File: config.mk
export PLATFORM = sky130hd
export DESIGN_NAME = cpu_trace_buffer
export DESIGN_NICKNAME = d
export VERILOG_FILES = /design/src/rtl/cpu_trace_buffer.sv
export SDC_FILE = /design/constraint.sdc
export NUM_CORES = 2
export LEC_CHECK = 0
export CAP_MARGIN = 20
export CORE_MARGIN = 4
export CORE_UTILIZATION = 44
export DETAILED_ROUTE_END_ITERATION = 8
export REMOVE_ABC_BUFFERS = 1
export SLEW_MARGIN = 10
export SYNTH_ARGS = -nofsm -noshare
export SYNTH_HDL_FRONTEND = slang
export SYNTH_SLANG_ARGS = --single-unit
File: constraint.sdc
create_clock -name clk -period 4.4 [get_ports clk]
set_clock_uncertainty 0.05 [all_clocks]
set_input_delay 0.44 -clock clk [delete_from_list [all_inputs] [get_ports clk]]
set_output_delay 0.44 -clock clk [all_outputs]
set_load 0.05 [all_outputs]
File: src/rtl/cpu_trace_buffer.sv
// Purpose   : retirement-trace capture; circular buffer of {pc, instr, result} with
//             PC-match / forced trigger, programmable post-trigger window, frozen readout.
// Latency   : one write per trace_valid cycle; readout returns data 1 cycle after rd_en.
// Backpress.: none; trace stream is sampled every cycle, writes simply stop once DONE.
// Ports     : clk/reset (async, active-high); trace_* retire tap; arm/trig_pc_en/trig_pc/
//             force_trig/post_count trigger control; rd_en/rd_idx -> rd_valid/rd_pc/
//             rd_instr/rd_result readout; armed/done/fill_count/trig_idx status.
module cpu_trace_buffer #(
    parameter int XLEN  = 32,
    parameter int ILEN  = 32,
    parameter int DEPTH = 16,
    localparam int AW   = $clog2(DEPTH)
) (
    input  logic            clk,
    input  logic            reset,
    input  logic            trace_valid,
    input  logic [XLEN-1:0] trace_pc,
    input  logic [ILEN-1:0] trace_instr,
    input  logic [XLEN-1:0] trace_result,
    input  logic            arm,
    input  logic            trig_pc_en,
    input  logic [XLEN-1:0] trig_pc,
    input  logic            force_trig,
    input  logic [AW-1:0]   post_count,
    input  logic            rd_en,
    input  logic [AW-1:0]   rd_idx,
    output logic            rd_valid,
    output logic [XLEN-1:0] rd_pc,
    output logic [ILEN-1:0] rd_instr,
    output logic [XLEN-1:0] rd_result,
    output logic            armed,
    output logic            done,
    output logic [AW:0]     fill_count,
    output logic [AW-1:0]   trig_idx
);

    typedef enum logic [1:0] {S_IDLE, S_ARMED, S_POST, S_DONE} state_t;

    localparam logic [AW:0] FULL = (AW+1)'(DEPTH);

    state_t          r_state;
    logic [AW-1:0]   r_wr_ptr;
    logic [AW:0]     r_fill;
    logic [AW-1:0]   r_post_cnt;   // post_count latched at arm
    logic [AW-1:0]   r_post_rem;   // writes still owed after the trigger entry
    logic            r_force_pend; // force_trig seen without a retire, waiting for one
    logic            r_rd_valid;
    logic [XLEN-1:0] r_rd_pc;
    logic [ILEN-1:0] r_rd_instr;
    logic [XLEN-1:0] r_rd_result;

    logic [XLEN-1:0] r_mem_pc     [DEPTH];
    logic [ILEN-1:0] r_mem_instr  [DEPTH];
    logic [XLEN-1:0] r_mem_result [DEPTH];

    logic            w_capturing;
    logic            w_wr_en;
    logic            w_trig;
    logic [AW-1:0]   w_rd_addr;
    logic            w_rd_in_range;

    assign w_capturing   = (r_state == S_ARMED) || (r_state == S_POST);
    // arm wins: the arm cycle never writes, even with a retire present
    assign w_wr_en       = !arm && trace_valid && w_capturing;
    assign w_trig        = trace_valid &&
                           ((trig_pc_en && (trace_pc == trig_pc)) || force_trig || r_force_pend);
    // oldest entry sits fill_count slots behind the write pointer (mod DEPTH)
    assign w_rd_addr     = r_wr_ptr - r_fill[AW-1:0] + rd_idx;
    assign w_rd_in_range = ({1'b0, rd_idx} < r_fill);

    // Trace storage carries no reset; fill_count alone decides what is visible.
    always_ff @(posedge clk) begin
        if (w_wr_en) begin
            r_mem_pc[r_wr_ptr]     <= trace_pc;
            r_mem_instr[r_wr_ptr]  <= trace_instr;
            r_mem_result[r_wr_ptr] <= trace_result;
        end
    end

    always_ff @(posedge clk or posedge reset) begin
        if (reset) begin
            r_state      <= S_IDLE;
            r_wr_ptr     <= '0;
            r_fill       <= '0;
            r_post_cnt   <= '0;
            r_post_rem   <= '0;
            r_force_pend <= 1'b0;
            r_rd_valid   <= 1'b0;
            r_rd_pc      <= '0;
            r_rd_instr   <= '0;
            r_rd_result  <= '0;
        end else begin
            r_rd_valid <= 1'b0;
            if (arm) begin
                r_state      <= S_ARMED;
                r_wr_ptr     <= '0;
                r_fill       <= '0;
                r_post_cnt   <= post_count;
                r_post_rem   <= '0;
                r_force_pend <= 1'b0;
            end else begin
                if (w_wr_en) begin
                    r_wr_ptr <= r_wr_ptr + AW'(1);
                    r_fill   <= (r_fill == FULL) ? r_fill : r_fill + (AW+1)'(1);
                end
                case (r_state)
                    S_ARMED: begin
                        if (trace_valid) begin
                            if (w_trig) begin
                                r_force_pend <= 1'b0;
                                r_post_rem   <= r_post_cnt;
                                r_state      <= (r_post_cnt == '0) ? S_DONE : S_POST;
                            end
                        end else if (force_trig) begin
                            r_force_pend <= 1'b1;
                        end
                    end
                    S_POST: begin
                        if (trace_valid) begin
                            r_post_rem <= r_post_rem - AW'(1);
                            if (r_post_rem == AW'(1)) begin
                                r_state <= S_DONE;
                            end
                        end
                    end
                    S_DONE: begin
                        if (rd_en) begin
                            r_rd_valid  <= 1'b1;
                            r_rd_pc     <= w_rd_in_range ? r_mem_pc[w_rd_addr]     : '0;
                            r_rd_instr  <= w_rd_in_range ? r_mem_instr[w_rd_addr]  : '0;
                            r_rd_result <= w_rd_in_range ? r_mem_result[w_rd_addr] : '0;
                        end
                    end
                    default: ;
                endcase
            end
        end
    end

    assign rd_valid   = r_rd_valid;
    assign rd_pc      = r_rd_pc;
    assign rd_instr   = r_rd_instr;
    assign rd_result  = r_rd_result;
    assign armed      = w_capturing;
    assign done       = (r_state == S_DONE);
    assign fill_count = r_fill;
    // trigger entry is followed by exactly post_count entries, so it is the
    // (post_count+1)-th newest; only meaningful once frozen
    assign trig_idx   = done ? (r_fill[AW-1:0] - AW'(1) - r_post_cnt) : '0;

endmodule

---- Word level (Yosys, flattened, before mapping) ----
Memories as Yosys holds them, arrays and structs flattened.
Index checks and enable logic that the tools add are counted.
storage, ports and cells
  register bits after elaboration ......... 117
  bits in latches ......................... 0
  memory bits (writable) .................. 1536
  ROM bits ................................ 0
  input port bits ......................... 143
  output and inout bits ................... 108
  word-level logic and storage cells ...... 83
  memories ................................ 3
operators by class
  add/sub/neg operators ................... 7
  multiply operators ...................... 0
  divide/modulo/power cells ............... 0
  order comparisons ....................... 1
  equality and inequality tests ........... 12
  shift operators ......................... 0
  multiplexer cells ....................... 31
  bitwise logic cells ..................... 1
  reductions and logical operators ........ 18
memories
  name          words  bits a word  rd ports  clocked after memory_dff  write ports  RTL line  text
  r_mem_instr   16     32           1         0                         1            53        logic [ILEN-1:0] r_mem_instr [DEPTH];
  r_mem_pc      16     32           1         0                         1            52        logic [XLEN-1:0] r_mem_pc [DEPTH];
  r_mem_result  16     32           1         0                         1            54        logic [XLEN-1:0] r_mem_result [DEPTH];
operators by type and width
  cell                                                                   number
  32-bit two-way mux                                                     3
  32-bit equality test                                                   1
  4-bit two-way mux                                                      7
  5-bit two-way mux                                                      3
  1-bit two-way mux                                                      11
  2-bit two-way mux                                                      5
  3-bit inequality test, second input constant                           3
  4-bit case mux with 2 select lines                                     1
  4-bit by 1-bit subtractor with 4-bit output, second input constant     2
  4-bit subtractor                                                       2
  3-bit AND reduction                                                    2
  3-bit nonzero test                                                     2
  5-bit by 1-bit adder with 5-bit output, second input constant          1
  5-bit equality test, second input constant                             1
  4-bit by 5-bit less-than comparator with 1-bit output                  1
  5-bit AND reduction                                                    1
  4-bit by 1-bit adder with 4-bit output, second input constant          1
  4-bit adder                                                            1
  2-bit equality test, second input constant                             2
  4-bit by 1-bit equality test with 1-bit output, second input constant  1
  1-bit logical AND                                                      4
  4-bit logical NOT                                                      1
  2-bit case mux with 2 select lines                                     1
  4-bit AND reduction                                                    1
  other kinds (9)                                                        12

---- Logic depth before layout (Yosys ltp) ----
  word-level depth ........................ 9
  depth in mapped cells ................... 13
  gate-level depth less buffers ........... 10

---- Least setup slack after synthesis ----
No wires, ideal clock.
  path kind ............................... register to register
  from .................................... register r_state[0]
  to ...................................... memory r_mem_instr[12][0] (enable)
  setup time .............................. 465 ps
  arrival ................................. 3987 ps
  required time ........................... 3885 ps
  setup slack ............................. -102 ps
  stages on the path, launching flop included .. 7
  path buffers ............................ 0
  period minus slack after synthesis ...... 4502 ps
  path through ............................ dfrtp_1 inv_1 ha_1 inv_1 nand2_1 nor4b_1 and2_1
between the ends
  cells in the longest elaborated chain, start to end .. 5
  elaborated cells between the ends (all ways) .. 6
  classes of those cells .................. eq/ne (2); mux (2); reduce/logical (2)
ends and longest elaborated chain
  element                                                                                       RTL line  text
  from (decl)                                                                                   41        state_t r_state;
  from (signal assigned)                                                                        112       r_state <= (r_post_cnt == '0) ? S_DONE : S_POST;
  2-bit by 1-bit equality test with 1-bit output / 2-bit equality test (equally long branches)  62        assign w_capturing = (r_state == S_ARMED) || (r_state == S_POST);
  1-bit logical OR *                                                                            62
  via armed                                                                                     31        output logic armed,
  1-bit logical AND *                                                                           64        assign w_wr_en = !arm && trace_valid && w_capturing;
  1-bit two-way mux *                                                                           73        if (w_wr_en) begin
  1-bit two-way mux (not written as such) *                                                     75        r_mem_instr[r_wr_ptr] <= trace_instr;
  to (decl)                                                                                     53
The timed path passes the listed nets; every way through them passes the cells marked *.

---- Worst setup path after layout ----
  from .................................... register r_fill[0], in the netlist fill_count[0]
  to ...................................... register r_rd_result[18], in the netlist rd_result[18]
between the ends
  cells in the longest elaborated chain, start to end .. 4
  elaborated cells between the ends (all ways) .. 5
  classes of those cells .................. add/sub (2); order compare (1); mux (1); memory (1)
ends and longest elaborated chain
  element                 RTL line  text
  from (decl)             43        logic [AW:0] r_fill;
  from (signal assigned)  104       r_fill <= (r_fill == FULL) ? r_fill : r_fill + (AW+1)'(1);
  4-bit subtractor        68        assign w_rd_addr = r_wr_ptr - r_fill[AW-1:0] + rd_idx;
  4-bit adder             68
  memory 16 x 32 bit      --
  32-bit two-way mux *    131       r_rd_result <= w_rd_in_range ? r_mem_result[w_rd_addr] : '0;
  to (signal assigned)    131
  to (decl)               50        logic [XLEN-1:0] r_rd_result;
Every way passes the cells marked *; elsewhere a longest branch is shown, timed or not.
A chain may end at the register's enable or synchronous reset.

==> implementation parameters <==
Parameter                              Value

Drt
  Detailed-routed wire length on met2    76500 um
  Total length of routed met3 wires    10500 um
  Average wire per cell in the routed design    28.5 um
  Detail Route Antenna Nets    0
  Routed length on met1    67300 um
  Iteration count of the initial detailed-routing pass    5
  Via count normalized by instance count    5.74
  Highest Signal Layer    met5
  DRC violations left    0
  Starting DRT DRC Count    2678
  Vias    31600
  Wire length after detailed routing    157000 um

Setup path
  Reg2reg path depth    11
  Reg2Reg Capture Point    rd_result[18]
  Startpoint of the lowest-slack register-to-register path    fill_count[0]
  Endpoint kind of the worst setup timing path    flop
  Worst path arrival time    4.23 ns
  Largest fanout of any net on the critical path    44
  Critical Path End    rd_result[18]
  R2R setup slack    0.77 ns
  Category of the critical setup timing path    flop to flop
  Category of the worst setup path launch point    flop
  Critical path origin    fill_count[0]
  Required time of the worst setup path    5.01 ns

Timing
  Minimum hold slack    0.0673 ns
  Setup WS post-layout    0.774 ns
  Hold violation count in the final report    0
  Slew Limit Headroom    40.3%
  Count of final setup violators    0
  Min Tclk post-route    3.63 ns
  RSZ-0062 raised after global routing    no
  Transition time at the pin with the least slew margin    0.895 ns
  Setup TNS    0 ns
  Max Transition Viols Final    0
  Period Utilization, post-route    82.4%
  Maximum achievable frequency    276 MHz

Placement
  Dpl ws    0.376 ns
  Number of cells in the design after placement    5191
  Placer's final routability congestion estimate    0.719
  Detail Placement HPWL    83800 um
  Placed cell areas    69500 um2
  Count of buffers from port buffering    250

Pwr
  Leakage power    24.4 nW
  Total power density per cell area    622 nW/um2
  Maximum resistive drop on vdd    0.745 mV
  PnR Total Power    46.7 mW

Layout
  Most common library cell in the layout ignoring fill and taps    sky130_fd_sc_hd__edfxtp_1
  Multi-input combinational cell area    13800 um2
  Fin nets    3628
  Combined flip-flop and latch cell area    49100 um2
  Filler instances    11300
  Highest-count cells in the layout ignoring fill and taps    sky130_fd_sc_hd__edfxtp_1 (1536), sky130_fd_sc_hd__nand2_1 (399), sky130_fd_sc_hd__mux4_2 (384), sky130_fd_sc_hd__clkdlybuf4s50_1 (250), sky130_fd_sc_hd__clkbuf_16 (176)
  Post-route insts no fill    5510
  Total non-filler cell area in the finished layout    75100 um2
  Area grow syn2layout    18.1%
  Proportion of layout cells with a drive suffix above 1    21.5%
  Final standard cell utilization of the core    52.3%

Run status
  Run status    complete, no violations

Clock tree
  Gates resized, CTS repair    0
  Num CTS Buffers    170
  Post-CTS Setup Bufs    0
  Hold buffer count at CTS    0
  Master cell of the clock root buffer    sky130_fd_sc_hd__clkbuf_16
  Clk_lat worst skew    0.78 ns
  Number of H-tree branching levels    4
  Number of buffers on the longest clock path    3
  Post-CTS clock slew at the launch and capture registers of the worst setup and hold paths    0.06 ns
  Clock tree from TritonCTS    built
  Clock sink count    1653

Synthesis
  Flop and latch count out of synthesis    1653
  Synthesis warning total    0
  Yosys cell types    43
  Sequential area share after synthesis    77.1%
  Post-synthesis async set-or-reset flop share    7.08%
  Most used flip-flop cell after synthesis    sky130_fd_sc_hd__edfxtp_1
  Mean area per synthesized cell    20.5 um2
  Count of flip-flops with a built-in enable after synthesis    1536
  Mapped Cells    3101
  Cell area after technology mapping    63600 um2

Die
  Die width    388 um
  Chip Height    388 um
  Total I/O pin count    251
  Die area    151000 um2
  Area inside the core boundary    144000 um2
  Core Rows    139
  Initial cell density of the core    44.3%

Global route
  Global-route congestion overflow total    0
  Antenna violations before repair    11
  Number of global-route vias before repair    32700
  First-pass GRT wire length    229000 um
  GRT Total Usage    20.8%
  Maximum number of pins on one net before global-route repair    98

Flow run
  Max-cap violation count    0

Min path
  Class of the worst hold path    primary input to async pin
worst min-delay path by stage:
stage                        from             to  slack, ns
finish                      reset  rd_result[16]       0.07
global route                reset  rd_result[16]       0.05
CTS                         reset  rd_result[16]       0.02
detailed placement    rd_instr[0]    rd_instr[0]       0.43
global placement      rd_instr[5]    rd_instr[5]       0.43
floorplan           r_post_rem[1]  r_post_rem[1]       0.45
metal layers:
layer | global-route usage [%] | vias up
met2 | 33.2 | 1041
met1 | 29.7 | 17000
li1 | - | 13400
met5 | 0 | -
met3 | 4.51 | 195
met4 | 5.04 | 6
critical path: stages (launching register included):
cell                      delay, ns
sky130_fd_sc_hd__dfrtp_1       0.51
sky130_fd_sc_hd__ha_1          0.35
sky130_fd_sc_hd__inv_1         0.09
sky130_fd_sc_hd__ha_4          0.13
sky130_fd_sc_hd__inv_1         0.05
sky130_fd_sc_hd__fa_4          0.91
sky130_fd_sc_hd__buf_12        0.24
sky130_fd_sc_hd__buf_12        0.30
sky130_fd_sc_hd__mux4_2        0.35
sky130_fd_sc_hd__nand2_1       0.09
sky130_fd_sc_hd__nand3_1       0.08
sky130_fd_sc_hd__a32o_1        0.27
flip-flops by register name (all words and copies together) (netlist names), 5 cells and up:
name	count
r_mem_pc	512
rd_result	32
fill_count	5
r_mem_instr	512
rd_instr	32
rd_pc	32
r_mem_result	512
logic make-up (layout without fill, tap and decap cells):
family / after synthesis / in the layout / share of synthesized area (%)
compound gates: 130 / 130 / 1.86
buf+inv: 204 / 703 / 1.43
mux: 385 / 385 / 13.6
flops: 1653 / 1653 / 77.1
other cells: 0 / 7 / 0
xor+xnor: 46 / 46 / 0.633
simple gates: 658 / 658 / 4.87
fa+ha+maj: 25 / 25 / 0.539
area by class of cell:
| cell class | count | area share (%) |
|---|---|---|
| multi-input combinational | 1244 | 18.4 |
| sequential | 1653 | 65.3 |
| timing repair buffer | 362 | 5.55 |
| tap | 1903 | 3.17 |
| clock buffer | 243 | 6.41 |
| inverter | 29 | 0.152 |
| clock inverter | 69 | 1.06 |
| antenna | 7 | 0.0233 |
cells in the mapped netlist (2+ instances only):
| library cell | number | area (um2) |
|---|---|---|
| sky130_fd_sc_hd__nor4_1 | 5 | 31.3 |
| sky130_fd_sc_hd__inv_1 | 29 | 109 |
| sky130_fd_sc_hd__buf_4 | 3 | 22.5 |
| sky130_fd_sc_hd__o221ai_1 | 2 | 17.5 |
| sky130_fd_sc_hd__nand2_1 | 399 | 1500 |
| sky130_fd_sc_hd__nand2b_1 | 3 | 18.8 |
| sky130_fd_sc_hd__nor3_1 | 4 | 20.0 |
| sky130_fd_sc_hd__buf_2 | 59 | 295 |
| sky130_fd_sc_hd__buf_6 | 8 | 90.1 |
| sky130_fd_sc_hd__a21oi_1 | 9 | 45.0 |
| sky130_fd_sc_hd__xor2_1 | 4 | 35.0 |
| sky130_fd_sc_hd__nor2b_1 | 2 | 12.5 |
| sky130_fd_sc_hd__nand4_1 | 10 | 62.6 |
| sky130_fd_sc_hd__buf_1 | 24 | 90.1 |
| sky130_fd_sc_hd__a21o_1 | 6 | 45.0 |
| sky130_fd_sc_hd__edfxtp_1 | 1536 | 46100 |
| sky130_fd_sc_hd__ha_1 | 21 | 263 |
| sky130_fd_sc_hd__nand3b_1 | 96 | 721 |
| sky130_fd_sc_hd__nor3b_1 | 2 | 15.0 |
| sky130_fd_sc_hd__a32o_1 | 96 | 961 |
| sky130_fd_sc_hd__fa_1 | 4 | 80.1 |
| sky130_fd_sc_hd__and2_1 | 19 | 119 |
| sky130_fd_sc_hd__o311ai_0 | 2 | 17.5 |
| sky130_fd_sc_hd__o21ai_0 | 8 | 40.0 |
| sky130_fd_sc_hd__xnor2_1 | 42 | 368 |
| sky130_fd_sc_hd__nor4b_1 | 2 | 17.5 |
| sky130_fd_sc_hd__o22ai_1 | 2 | 12.5 |
| sky130_fd_sc_hd__nor2_1 | 10 | 37.5 |
| sky130_fd_sc_hd__clkbuf_1 | 81 | 304 |
| sky130_fd_sc_hd__dfrtp_1 | 117 | 2930 |
| sky130_fd_sc_hd__nand3_1 | 101 | 505 |
| sky130_fd_sc_hd__mux4_2 | 384 | 8650 |
power by group:
| group | total [mW] | switching [mW] | internal (mW) |
|---|---|---|---|
| clock | 14.4 | 5.86 | 8.56 |
| combinational | 14.1 | 7.88 | 6.25 |
| sequential | 18.2 | 0.461 | 17.7 |
| total | 46.7 | 14.2 | 32.5 |
No activity file was read; power rests on OpenSTA's default activity.
